==> src/rtl/uart_pkg.sv <==
// Shared types and helpers for the UART message sequencer and its FIFOs.
package uart_pkg;

  localparam int BYTE_W = 8;

  typedef enum logic [1:0] {
    IDLE = 2'd0,
    LOAD = 2'd1,
    SEND = 2'd2,
    WAIT = 2'd3
  } tx_state_e;

  // Ceiling log2, used for pointer and level widths at elaboration time.
  function automatic int clog2(input int value);
    int r;
    r = 0;
    for (int i = 0; i < 31; i++) begin
      if ((1 << i) < value) r = i + 1;
    end
    return r;
  endfunction

endpackage

==> src/rtl/sync_fifo.sv <==
// Single-clock FIFO with registered occupancy. DEPTH must be a power of two
// so the read/write pointers wrap naturally. A push into a full FIFO is
// accepted only when a pop happens in the same cycle; a pop from an empty
// FIFO is ignored.
module sync_fifo
  import uart_pkg::*;
#(
  parameter int WIDTH = 8,
  parameter int DEPTH = 8,
  localparam int AW = clog2(DEPTH)
) (
  input  logic             clock,
  input  logic             reset,
  input  logic             push_i,
  input  logic             pop_i,
  input  logic [WIDTH-1:0] wdata_i,
  output logic [WIDTH-1:0] rdata_o,
  output logic             full_o,
  output logic             empty_o,
  output logic [AW:0]      level_o
);

  localparam logic [AW:0] FULL_LVL = DEPTH[AW:0];

  logic [WIDTH-1:0] mem_q [DEPTH];
  logic [AW-1:0]    wr_ptr_q;
  logic [AW-1:0]    rd_ptr_q;
  logic [AW:0]      count_q;
  logic             do_push;
  logic             do_pop;

  assign full_o  = (count_q == FULL_LVL);
  assign empty_o = (count_q == '0);
  assign level_o = count_q;
  assign rdata_o = mem_q[rd_ptr_q];
  assign do_push = push_i && (!full_o || pop_i);
  assign do_pop  = pop_i && !empty_o;

  // Storage array; contents need no reset since occupancy gates every read.
  always_ff @(posedge clock) begin
    if (do_push) mem_q[wr_ptr_q] <= wdata_i;
  end

  // Pointer and occupancy bookkeeping.
  always_ff @(posedge clock or posedge reset) begin
    if (reset) begin
      wr_ptr_q <= '0;
      rd_ptr_q <= '0;
      count_q  <= '0;
    end else begin
      if (do_push) wr_ptr_q <= wr_ptr_q + 1'b1;
      if (do_pop)  rd_ptr_q <= rd_ptr_q + 1'b1;
      case ({do_push, do_pop})
        2'b10:   count_q <= count_q + 1'b1;
        2'b01:   count_q <= count_q - 1'b1;
        default: count_q <= count_q;
      endcase
    end
  end

endmodule

==> src/rtl/uart_msg_sequencer.sv <==
// Button-to-UART message sequencer. Button presses are latched in a pending
// register, serialised lowest-index first into a TX FIFO and handed to a
// uart_tx-style send/done handshake. Received bytes are captured for display.
// Build option LOOPBACK_CHECK_EN adds an expected-byte queue and a saturating
// mismatch counter comparing received bytes against transmitted ones.
//
//   state | meaning
//   IDLE  | waiting for the TX FIFO to hold a byte
//   LOAD  | head of FIFO latched into tx_data, FIFO popped
//   SEND  | tx_send high for this single cycle
//   WAIT  | transmitter busy, waiting for tx_done
module uart_msg_sequencer
  import uart_pkg::*;
#(
  parameter int          NUM_BTN    = 4,
  parameter logic [7:0]  CHAR_BASE  = 8'h41,
  parameter int          FIFO_DEPTH = 8,
  parameter int          ERR_W      = 8,
  localparam int         LVL_W      = clog2(FIFO_DEPTH) + 1
) (
  input  logic               clock,
  input  logic               reset,
  input  logic [NUM_BTN-1:0] btn_pulse,
  output logic [BYTE_W-1:0]  tx_data,
  output logic               tx_send,
  input  logic               tx_done,
  input  logic [BYTE_W-1:0]  rx_data,
  input  logic               rx_valid,
  output logic               rx_read,
  output logic [BYTE_W-1:0]  led,
  output logic [LVL_W-1:0]   fifo_level,
  output logic               overflow,
  output logic [ERR_W-1:0]   err_cnt
);

  logic [NUM_BTN-1:0] pending_q, pending_d;
  logic               overflow_q, overflow_d;
  logic [NUM_BTN-1:0] enq_clr;
  logic               enq_valid;
  logic [BYTE_W-1:0]  enq_data;

  logic               tx_full;
  logic               tx_empty;
  logic [BYTE_W-1:0]  tx_head;
  logic               tx_pop;

  tx_state_e          state_q;
  logic [BYTE_W-1:0]  tx_data_q;
  logic               tx_send_q;

  logic               rx_read_q;
  logic [BYTE_W-1:0]  led_q;
  logic               rx_fire;

  // Pick the lowest pending button while the FIFO has room; a new pulse on a
  // bit that stays pending is a lost press.
  always_comb begin
    enq_clr   = '0;
    enq_valid = 1'b0;
    enq_data  = '0;
    if (!tx_full) begin
      for (int i = 0; i < NUM_BTN; i++) begin
        if (pending_q[i] && !enq_valid) begin
          enq_clr[i] = 1'b1;
          enq_valid  = 1'b1;
          enq_data   = CHAR_BASE + 8'(i);
        end
      end
    end
    pending_d  = (pending_q & ~enq_clr) | btn_pulse;
    overflow_d = overflow_q | (|(btn_pulse & pending_q & ~enq_clr));
  end

  // Pending presses and sticky overflow flag.
  always_ff @(posedge clock or posedge reset) begin
    if (reset) begin
      pending_q  <= '0;
      overflow_q <= 1'b0;
    end else begin
      pending_q  <= pending_d;
      overflow_q <= overflow_d;
    end
  end

  assign tx_pop = (state_q == LOAD);

  sync_fifo #(
    .WIDTH (BYTE_W),
    .DEPTH (FIFO_DEPTH)
  ) u_tx_fifo (
    .clock   (clock),
    .reset   (reset),
    .push_i  (enq_valid),
    .pop_i   (tx_pop),
    .wdata_i (enq_data),
    .rdata_o (tx_head),
    .full_o  (tx_full),
    .empty_o (tx_empty),
    .level_o (fifo_level)
  );

  // Transmit sequencer with registered tx_data/tx_send.
  always_ff @(posedge clock or posedge reset) begin
    if (reset) begin
      state_q   <= IDLE;
      tx_data_q <= '0;
      tx_send_q <= 1'b0;
    end else begin
      tx_send_q <= 1'b0;
      case (state_q)
        IDLE: if (!tx_empty) state_q <= LOAD;
        LOAD: begin
          tx_data_q <= tx_head;
          tx_send_q <= 1'b1;
          state_q   <= SEND;
        end
        SEND: state_q <= WAIT;
        WAIT: if (tx_done) state_q <= IDLE;
        default: state_q <= IDLE;
      endcase
    end
  end

  // Back-to-back reads are blocked so uart_rx has a cycle to drop rx_valid.
  assign rx_fire = rx_valid && !rx_read_q;

  // Receive capture for the display.
  always_ff @(posedge clock or posedge reset) begin
    if (reset) begin
      rx_read_q <= 1'b0;
      led_q     <= '0;
    end else begin
      rx_read_q <= rx_fire;
      if (rx_fire) led_q <= rx_data;
    end
  end

`ifdef LOOPBACK_CHECK_EN
  logic              exp_full;
  logic              exp_empty;
  logic [BYTE_W-1:0] exp_head;
  logic [LVL_W-1:0]  exp_level;
  logic              mismatch;
  logic [ERR_W-1:0]  err_cnt_q;

  sync_fifo #(
    .WIDTH (BYTE_W),
    .DEPTH (FIFO_DEPTH)
  ) u_exp_fifo (
    .clock   (clock),
    .reset   (reset),
    .push_i  (tx_pop && (!exp_full || rx_fire)),
    .pop_i   (rx_fire),
    .wdata_i (tx_head),
    .rdata_o (exp_head),
    .full_o  (exp_full),
    .empty_o (exp_empty),
    .level_o (exp_level)
  );

  assign mismatch = rx_fire && (exp_empty || (rx_data != exp_head));

  // Saturating count of received bytes that do not match what was sent.
  always_ff @(posedge clock or posedge reset) begin
    if (reset) begin
      err_cnt_q <= '0;
    end else if (mismatch && (err_cnt_q != '1)) begin
      err_cnt_q <= err_cnt_q + 1'b1;
    end
  end

  assign err_cnt = err_cnt_q;
`else
  assign err_cnt = '0;
`endif

  assign tx_data  = tx_data_q;
  assign tx_send  = tx_send_q;
  assign rx_read  = rx_read_q;
  assign led      = led_q;
  assign overflow = overflow_q;

endmodule

==> config.mk <==
export PLATFORM = sky130hd
export DESIGN_NAME = uart_msg_sequencer
export DESIGN_NICKNAME = d
export VERILOG_FILES = /design/src/rtl/uart_pkg.sv /design/src/rtl/sync_fifo.sv /design/src/rtl/uart_msg_sequencer.sv
export SDC_FILE = /design/constraint.sdc
export NUM_CORES = 1
export LEC_CHECK = 0
export BUFFER_PORTS_ARGS = -buffer_cell sky130_fd_sc_hd__clkbuf_2
export CAP_MARGIN = 20
export CORE_UTILIZATION = 55
export DETAILED_ROUTE_END_ITERATION = 10
export PLACE_DENSITY = 0.82
export SYNTH_ARGS = -nofsm -noshare
export SYNTH_HDL_FRONTEND = slang
export SYNTH_SLANG_ARGS = --single-unit
==> constraint.sdc <==
create_clock -name clock -period 3.03 [get_ports clock]
set_input_delay 0.1515 -clock clock [delete_from_list [all_inputs] [get_ports clock]]
set_output_delay 0.1515 -clock clock [all_outputs]
set_load 0.01 [all_outputs]
# ---- Word-level counts from Yosys, hierarchy flattened
# Memories as Yosys holds them, arrays and structs flattened. A register that Yosys moved wholly into a read port is not among the register bits.
# Cells that the tools add are included.
dict set report totals {
  regBits 27
  latchBits 0
  mem_bits_rw 64
  rom_bits 0
  inputBits 16
  out_inout_bits 31
  elab_cells 70
  n_memories 1
}
# name depth width rd rd_ports_with_merged_regs wr line_no
set memory_table {}
lappend memory_table {u_tx_fifo.mem_q 8 8 1 1 1 sync_fifo.sv:25} ;# logic [WIDTH-1:0] mem_q [DEPTH];
dict set report op_classes {
  add_sub_neg 4
  n_mul 0
  div_mod_pow 0
  order_cmp 0
  n_eq_ne 8
  shift 0
  mux 24
  bitwise 6
  n_reduce_logical 18
}
# cell count
set op_table {}
lappend op_table {{$mux 8} 4}
lappend op_table {{$mux 1} 14}
lappend op_table {{$and 4x4->4} 3}
lappend op_table {{$pmux 2 s4} 1}
lappend op_table {{$pmux 4 s2} 1}
lappend op_table {{$mux 7} 1}
lappend op_table {{$add 3x1->3 const B} 2}
lappend op_table {{$eq 2x2->1 const B} 3}
lappend op_table {{$logic_and 1x1->1} 6}
lappend op_table {{$logic_not 1->1} 6}
lappend op_table {{$add 4x1->4 const B} 1}
lappend op_table {{$eq 2x1->1 const B} 2}
lappend op_table {{$eq 4x4->1 const B} 1}
lappend op_table {{$logic_not 4->1} 1}
lappend op_table {{$mux 2} 2}
lappend op_table {{$mux 4} 1}
lappend op_table {{$ne 2x2->1 const B} 2}
lappend op_table {{$not 4->4} 1}
lappend op_table {{$or 4x4->4} 1}
lappend op_table {{$reduce_or 4->1} 1}
lappend op_table {{$sub 4x1->4 const B} 1}
lappend op_table {{$logic_not 2->1} 1}
lappend op_table {{$reduce_and 2->1} 1}
lappend op_table {{$reduce_bool 2->1} 1}
lappend op_table {{2 further kinds} 2}

# ---- Depth between registers and ports, before layout
# Gate-level depths: netlist (run 1).
dict set report logic_depth {
  ltp_word 18
  mapped_depth 12
}

# ---- By module
# Synthesis (run 1) repeated with hierarchy kept, for this count alone.
dict set report unflattened {
  cells_unflattened 249
  area_unflattened_um2 4194.0
}
# module n_inst cells_each area_each_um2 seq_area_each_um2
set modules_own_cells {}
lappend modules_own_cells {sync_fifo 1 160 3067.9 2172.1}
lappend modules_own_cells {uart_msg_sequencer 1 89 1126.1 625.6}

# ---- Worst setup path before layout (run 1)
# OpenSTA, ideal clock, no wires.
dict set report synth_timing {
  path_kind {reg2reg}
  from {register u_tx_fifo.count_q[1] (netlist: u_tx_fifo.level_o[1])}
  to {register u_tx_fifo.count_q[2] (netlist: u_tx_fifo.level_o[2])}
  setup_ns 0.134
  arrival_ns 2.156
  t_required_ns 2.896
  path_slack_ns 0.740
  stages_incl_launch_ff 12
  period_less_slack_ns 2.290
  cell_sequence {dfrtp_1 -> buf_6 -> nor4b_4 -> a21oi_4 -> clkinv_1 -> ha_1 -> xor2_1 -> ha_1 -> a21oi_1 -> xor2_1 -> nor2_1 -> xor2_1}
}
dict set report synth_via {
  elab_chain_cells 6
}
# element line_no
set synth_lines {}
lappend synth_lines {{from (decl)} sync_fifo.sv:28} ;# logic [AW:0] count_q;
lappend synth_lines {{from (signal assigned)} sync_fifo.sv:54} ;# 2'b10: count_q <= count_q + 1'b1;
lappend synth_lines {{from (signal assigned)} sync_fifo.sv:55} ;# 2'b01: count_q <= count_q - 1'b1;
lappend synth_lines {{from (signal assigned)} sync_fifo.sv:56} ;# default: count_q <= count_q;
lappend synth_lines {{$eq 4x4->1} sync_fifo.sv:32} ;# assign full_o = (count_q == FULL_LVL);
lappend synth_lines {{$logic_not 1->1} sync_fifo.sv:36} ;# assign do_push = push_i && (!full_o || pop_i);
lappend synth_lines {{$logic_or 1x1->1} sync_fifo.sv:36}
lappend synth_lines {{$logic_and 1x1->1} sync_fifo.sv:36}
lappend synth_lines {{$eq 2x1->1 or $eq 2x2->1 (tied branches)} sync_fifo.sv:53} ;# case ({do_push, do_pop})
lappend synth_lines {{$pmux 4 s2 or $reduce_bool 2->1 (tied branches)} --}
# Parallel ways exist; a longest one is shown, timed or not.
# A chain may end at the register's enable or synchronous reset.

# ---- Final worst setup path (run 1)
# Ends and elaborated chain as after synthesis.

==> reports/qor.yml, run 1 <==
hold_path:
  min_to: "pending_q[3]"
  hold_start: "btn_pulse[3]"
  holdPathStages: 2
  min_path_type: "in -> reg"
place:
  hpwl_um: 3050
  placed_area_um2: 3000
  port_buffers: 34
  gp_congestion: 0.751
global_route:
  overflow: 0
  grt_pass1_vias: 1506
  grt_antenna_before_repair: 0
  grt_pass1_wl_um: 7070
  grt_max_degree: 32
  grtUsageTotal_pct: 18.6
power:
  p_leak_uw: 0.00136
  cell_internal_pwr_uw: 2000
  p_sw_share_pct: 33.3
  peakVddDrop_uv: 529
  p_comb_share_pct: 29.7
  seqPwrFrac_pct: 47.8
  cellPowerDensity_nw_per_um2: 935
  p_switching_uw: 1000
  clkPwrFrac_pct: 22.5
critical_path:
  rrSetupSlack_ps: 440
  timing.rr.end: "u_tx_fifo.level_o[2]"
  max_stage_delay_ps: 520
  cp.arrival_ps: 2810
  path_common_cell: "xor2_1"
  rr_worst_depth: 10
  criticalPathCategory: "reg -> reg"
  crit_slowest_cell: "dfrtp_1"
  critPathRequiredTime_ps: 3240
  cp-start-kind: "flop"
  end_kind: "flop"
  crit_fanout: 12
  critPathTopFamily: "flip-flops"
  path_buf_inv: 1
  crit_chain: "nor4b_4 > a21oi_4 > clkinv_1 > ha_1 > xor2_1 > ha_1 > a21oi_1 > xor2_1 > nor2_1 > xor2_1"
  r2r_start: "u_tx_fifo.level_o[1]"
logic_synthesis:
  avgSynthCellArea_um2: 14.4
  yosysSeqAreaShare_pct: 61.8
  yosysTopAreaCell: "edfxtp_1"
  synth-seq-cells: 63
  synth.distinct_cells: 36
  syn_area_um2: 2810
  synth_area_leaders: "edfxtp_1, dfrtp_1, mux4_2, ha_1, mux2_2"
  synth_cells: 195
  yosysWarnings: 0
  synth_top_area_share_pct: 34.2
outcome:
  status: "finished clean"
route:
  dr.max_layer_used: "met4"
  routed_wl_um: 4270
  wl_met1_um: 1920
  drc: 0
  drt_iter0_markers: 75
  firstDrtPassIters: 4
  detail_route.wl_per_cell_um: 13.8
  ant_nets: 0
  met3RoutedLength_um: 184
  vias_per_cell: 5.10
  route.vias.total: 1581
  route.met2.wl_um: 2110
clocking:
  clockBufferDepth: 2
  cts_tree: "done"
  cts_max_level: 3
  post_cts_buffers: 0
  clk_latency_ps: 330
  root_buffer: "clkbuf_8"
  numCtsBuffers: 9
  numClockSinks: 63
  clkTransAtPathRegs_ps: 70
timing:
  skew_ps: 8.68
  fmax_ghz: 0.386
  setup_tns_ps: 0
  whs_ps: 25.7
  fin_crit_sh_pct: 85.6
  rsz0062_at_grt: "no"
  worst_pin_slew_ps: 734
  hold_viol: 0
  slew-limit-headroom_pct: 51.0
  finalCriticalPeriod_ps: 2590
  setup_viol: 0
  slew_violations: 0
cells_and_area:
  fin_util_pct: 66.8
  fin_area_um2: 3220
  nets: 264
  area_growth_pct: 14.5
  antenna_cells: 0
  drive_gt1_share_pct: 31.7
floorplanning:
  ios: 47
  rows: 25
  die_area_um2: 5400
  die_h_um: 73.5
  initial_core_util_pct: 58.3
  die_width_um: 73.5
  core_area_um2: 4820
run:
  maxCapViolations: 0
==> how the worst max path moves through the flow <==
stage,from,endpoint,slack [ps],depth (start not counted)
2_1_floorplan,u_tx_fifo.level_o[1],u_tx_fifo.level_o[2],740,11
3_3_place_gp,u_tx_fifo.level_o[1],u_tx_fifo.level_o[2],590,10
3_5_place_dp,u_tx_fifo.level_o[1],u_tx_fifo.level_o[2],490,10
4_1_cts,u_tx_fifo.level_o[1],u_tx_fifo.level_o[2],470,10
5_1_grt,u_tx_fifo.level_o[1],u_tx_fifo.level_o[2],270,10
6_report,u_tx_fifo.level_o[1],u_tx_fifo.level_o[2],440,10
==> power groups by stage <==
stage,logic [uW],clock network (uW),registers [uW]
2_1_floorplan,743,0,1370
3_3_place_gp,869,0,1440
3_5_place_dp,902,0,1460
4_1_cts,904,695,1440
5_1_grt,1000,730,1480
6_report,893,677,1440
==> layout make-up <==
class / count / area, um^2
inverters: 7 / 26.3
clock inverters: 5 / 27.5
flip-flops and latches: 63 / 1740
fillers: 351 / 1600
clock buffers: 11 / 163
multi-input cells: 118 / 963
well taps: 67 / 83.8
repair buffers: 39 / 215
==> registers in the layout, indices dropped and copies added (netlist names) <==
name and flops:
pending_q 4, u_tx_fifo.rd_ptr_q 3, u_tx_fifo.level_o 4, overflow 1, tx_data 4, state_q 2, rx_read 1, tx_send 1
u_tx_fifo.mem_q 32, led 8, u_tx_fifo.wr_ptr_q 3
==> per-stage QoR <==
stage / setup WS [ps] / power [uW] / instances
final: 436 / 3010 / 310
after global routing: 265 / 3210 / 310
after CTS: 469 / 3040 / 309
after detailed placement: 490 / 2360 / 291
after global placement: 592 / 2310 / 291
after floorplan: 740 / 2120 / 206
==> timing repair <==
action                                  4_1_cts  5_1_grt
hold buffers                                  2        1
endpoints found under the hold margin        32        1
endpoints found under the setup margin        0        0
resized for setup                             0        0
==> cell families after synthesis <==
group | after synthesis | synth area share [%]
AOI/OAI and AO/OA | 21 | 4.90
xor gates and xnor gates | 9 | 2.81
adders and majority gates | 10 | 4.45
buffers and inverters | 25 | 5.35
DFF | 63 | 61.8
muxes | 22 | 11.8
other | 1 | 0.134
and+or+nand+nor | 44 | 8.73
==> cell usage after synthesis, drive strengths merged <==
cell and number:
nand3 1, xnor2 5, and4bb 2, a21o 3
a21oi 9, inv 6, clkinv 1, or4 1
o21ai 5, nand3b 1, mux2 9, nor2b 2
buf 16, nor3 4, a31oi 2, nand2b 4
nor2 13, a22oi 1, nor4b 1, clkbuf 2
edfxtp 32, mux4 8, or2 2, nor4 2
dfrtp 31, mux2i 5, conb 1, ha 10
o211ai 1, nand2 11, xor2 4
==> cells in the final DEF, fill, tap and decap left out, types with 4 or more instances in the layout <==
cell type	count
mux2_2	9
a21oi_1	8
nor3_1	4
xnor2_1	5
clkbuf_2	34
mux4_2	8
edfxtp_1	32
o21ai_0	5
clkbuf_8	10
xor2_1	4
mux2i_1	5
dfrtp_1	31
inv_1	6
nand2b_1	4
nor2_1	13
conb_1	12
ha_1	10
nand2_1	11
==> per-layer routing <==
metal | track usage (%) | vias to the layer above
met5 | 0 | -
met4 | 9.62 | 0
met3 | 5.90 | 6
met2 | 30.8 | 46
met1 | 21.6 | 764
li1 | - | 765
Power figures use the tool's default switching activity.
==> run 2: changes to the inputs <==
--- a/config.mk
+++ b/config.mk
@@ -5,11 +5,12 @@
 export SDC_FILE = /design/constraint.sdc
 export NUM_CORES = 1
 export LEC_CHECK = 0
+export ABC_AREA = 1
 export BUFFER_PORTS_ARGS = -buffer_cell sky130_fd_sc_hd__clkbuf_2
 export CAP_MARGIN = 20
-export CORE_UTILIZATION = 55
+export CORE_UTILIZATION = 60
 export DETAILED_ROUTE_END_ITERATION = 10
-export PLACE_DENSITY = 0.82
+export PLACE_DENSITY = 0.88
 export SYNTH_ARGS = -nofsm -noshare
 export SYNTH_HDL_FRONTEND = slang
 export SYNTH_SLANG_ARGS = --single-unit
==> constraint.sdc (replaced) <==
create_clock -name clock -period 3.2 [get_ports clock]
set_input_delay 0.16 -clock clock [delete_from_list [all_inputs] [get_ports clock]]
set_output_delay 0.16 -clock clock [all_outputs]
set_load 0.01 [all_outputs]
==> run 2 against run 1 <==
  * Via count is 27% higher
  * Clock power is 3% lower
  * Clock skew hardly changed
  * Core utilization is 4.3 points higher
  * Sequential share of layout area is 2.2 points lower
  * Critical path type unchanged
  * Critical endpoint unchanged
==> reports/qor.yml, run 2 <==
outcome:
  status: "finished clean"
floorplanning:
  die_width_um: 72.1  # -1.8%
  die_area_um2: 5200  # -3.6%
  die_h_um: 72.1  # -1.8%
  rows: 25  # unchanged
  core_area_um2: 4720  # -1.9%
  initial_core_util_pct: 62.5  # +4.2 points
  ios: 47  # unchanged
route:
  ant_nets: 0  # unchanged
  drc: 0  # unchanged
  drt_iter0_markers: 139  # +85%
  routed_wl_um: 5130  # +20%
  firstDrtPassIters: 4  # unchanged
  detail_route.wl_per_cell_um: 12.5  # -9.6%
  route.vias.total: 2004  # +27%
  vias_per_cell: 4.86  # -4.6%
cells_and_area:
  seq_area_um2: 1740  # unchanged
  drive_gt1_share_pct: 18.8  # -13 points
  multi_input_area_um2: 975  # +1.2%
  fillers: 330  # -6.0%
  fin_area_um2: 3350  # +4.3%
  nets: 366  # +39%
  largest_reg_flops: 32  # unchanged
  final_common_cell: "nand2_1"
  area_growth_pct: 13.7
  layout_common_cells: "nand2_1, inv_1, clkbuf_2"
  top_register: "u_tx_fifo.mem_q"
  antenna_cells: 0  # unchanged
timing:
  fmax_ghz: 0.455  # +18%
  skew_ps: 8.42  # -0.260 ps
  fin_crit_sh_pct: 68.6  # -17 points
  finalCriticalPeriod_ps: 2200  # -398 ps
  setup_tns_ps: 0  # unchanged
  hold_viol: 0  # unchanged
  slew-limit-headroom_pct: 35.0  # -16 points
  worst_pin_slew_ps: 975  # +241 ps
  setup_viol: 0  # unchanged
  slew_violations: 0  # unchanged
  rsz0062_at_grt: "no"
global_route:
  grt_max_degree: 35  # +9.4%
  grt_pass1_vias: 1907  # +27%
  grtUsageTotal_pct: 22.3  # +3.8 points
  overflow: 0  # unchanged
  grt_pass1_wl_um: 8490  # +20%
  grt_antenna_before_repair: 0  # unchanged
clocking:
  numClockSinks: 63  # unchanged
  clkTransAtPathRegs_ps: 60  # about the same
  numCtsBuffers: 9  # unchanged
  cts_resized: 0  # unchanged
  cts_max_level: 3  # unchanged
  root_buffer: "clkbuf_8"
  clk_latency_ps: 340  # about the same
  clockBufferDepth: 2  # unchanged
  cts_tree: "done"
place:
  gp_congestion: 0.772  # +2.8%
  port_buffers: 34  # unchanged
  placed_area_um2: 3160  # +5.4%
  hpwl_um: 3730  # +22%
critical_path:
  critPathRequiredTime_ps: 3410  # +170 ps
  startpoint: "state_q[1]"
  crit_fanout: 7  # -5
  path_buf_inv: 3  # +2
  cp-start-kind: "flop"
  crit_chain: "inv_1 > ha_1 > nand2_2 > inv_2 > ha_1 > nand2_1 > inv_1 > nor2_1 > ha_1 > a21oi_1 > xor2_1 > o21ai_0"
  end_kind: "flop"
  critPathTopFamily: "adder cells"
  r2r_start: "state_q[1]"
  path_common_cell: "ha_1"
  criticalPathCategory: "reg -> reg"
  cp.arrival_ps: 2410  # -400 ps
  crit_slowest_cell: "dfrtp_1"
  max_stage_delay_ps: 400  # -120 ps
logic_synthesis:
  synth-edff-count: 32  # unchanged
  syn_area_um2: 2950  # +5.0%
  yosysWarnings: 0  # unchanged
  yosysTopAreaCell: "edfxtp_1"
  synth-seq-cells: 63  # unchanged
  async_flop_share_pct: 49.2  # unchanged
  synth_most_common_cell: "nand2_1"
  synth_cells: 299  # +53%
  synth.distinct_cells: 24  # -33%
  synth_area_leaders: "edfxtp_1, dfrtp_1, nand2_1, inv_1, ha_1"
  synth_top_area_share_pct: 32.6  # -1.6 points
  avgSynthCellArea_um2: 9.87  # -31%
  synthTopCellsByCount: "nand2_1, inv_1, edfxtp_1"
  ys.flop_type: "edfxtp_1"
  yosysSeqAreaShare_pct: 58.9  # -3.0 points
run:
  maxCapViolations: 0  # unchanged
power:
  peakVddDrop_uv: 491  # -7.1%
  p_leak_uw: 0.00163  # +20%
  cellPowerDensity_nw_per_um2: 899  # -3.8%
  p_total_uw: 3020  # +0.33%
hold_path:
  hold_start: "rx_data[4]"
  min_path_type: "in -> reg"
## run 2: changes by cell type in the layout (fill, tap and decap cells not counted), moves of 5 or more
| cell | delta |
|---|---|
| inv_1 | +34 |
| mux2_2 | -9 |
| mux2i_1 | -5 |
| mux4_2 | -8 |
| nand2_1 | +68 |
| nand3_1 | +15 |
| nor2_1 | +6 |
| nor2_2 | +8 |
| o211ai_1 | +12 |
## run 2: where the power goes
| part | internal [uW] | switching, uW | leakage, uW | total (uW) |
|---|---|---|---|---|
| logic | 372 | 627 | 0.000894 | 999 |
| registers | 1140 | 221 | 0.000648 | 1360 |
| clock network | 380 | 279 | 0.0000923 | 659 |
| total | 1890 | 1130 | 0.00163 | 3020 |
## run 2: through the flow
stage          cells  util, %  hold WS (ps)  worst slack [ps]
5_1_grt          412     71.0          13.9               836
3_5_place_dp     395     66.9           200              1040
3_3_place_gp     394     66.3           356              1220
6_report         412     71.0          21.0              1000
4_1_cts          412     71.0          8.71              1020
2_1_floorplan    310        -           264              1310
## run 2: worst reg2reg max path, delay by kind of cell, from the launching register on
kind	cells	cell delay, ps
adder cells (fa/ha/maj)	3	730
buffers and inverters	3	310
XOR/XNOR	1	150
flip-flops	1	400
AND/OR/NAND/NOR	3	240
AO/OA/AOI/OAI	2	240
## run 2: logic make-up (layout without fill, tap and decap cells)
kind of cell / count (synthesis) / count (layout) / synth area share [%]
xor+xnor: 6 / 6 / 1.78
other cells: 1 / 12 / 0.127
simple gates: 128 / 128 / 19.0
buf+inv: 61 / 96 / 9.50
flops: 63 / 63 / 58.9
compound gates: 30 / 30 / 6.53
fa+ha+maj: 10 / 10 / 4.24
## run 2: path summary, 6_finish.rpt
check,cells past startpoint,slack (ps),to
worst max-delay path,12,1000,u_tx_fifo.level_o[2]
worst min-delay path,3,20,led[4]
worst max register to register,12,1000,u_tx_fifo.level_o[2]
worst min register to register,2,480,tx_data[6]
max in group asynchronous,4,2330,led[3]
min in group asynchronous,3,390,u_tx_fifo.rd_ptr_q[0]
## run 2: final cells by class
class                   count  share of cell area, %
clock buffers              14                   4.55
clock inverters             2                   1.01
inverters                  44                   4.92
multi-input cells         186                   29.1
flip-flops and latches     63                   51.8
well taps                  67                   2.50
repair buffers             36                   6.19
## run 2: repair_timing
action	in CTS	in global routing
hold endpoints to repair	11	0
hold buffers	1	0
buffers inserted	0	0
## run 2: metal layers
metal / global-route usage, % / vias to the layer above / wire (um)
li1: - / 1009 / -
met1: 26.3 / 935 / 2180
met2: 38.0 / 54 / 2630
met3: 6.94 / 6 / 244
met4: 9.15 / 0 / 83
met5: 0 / - / 0
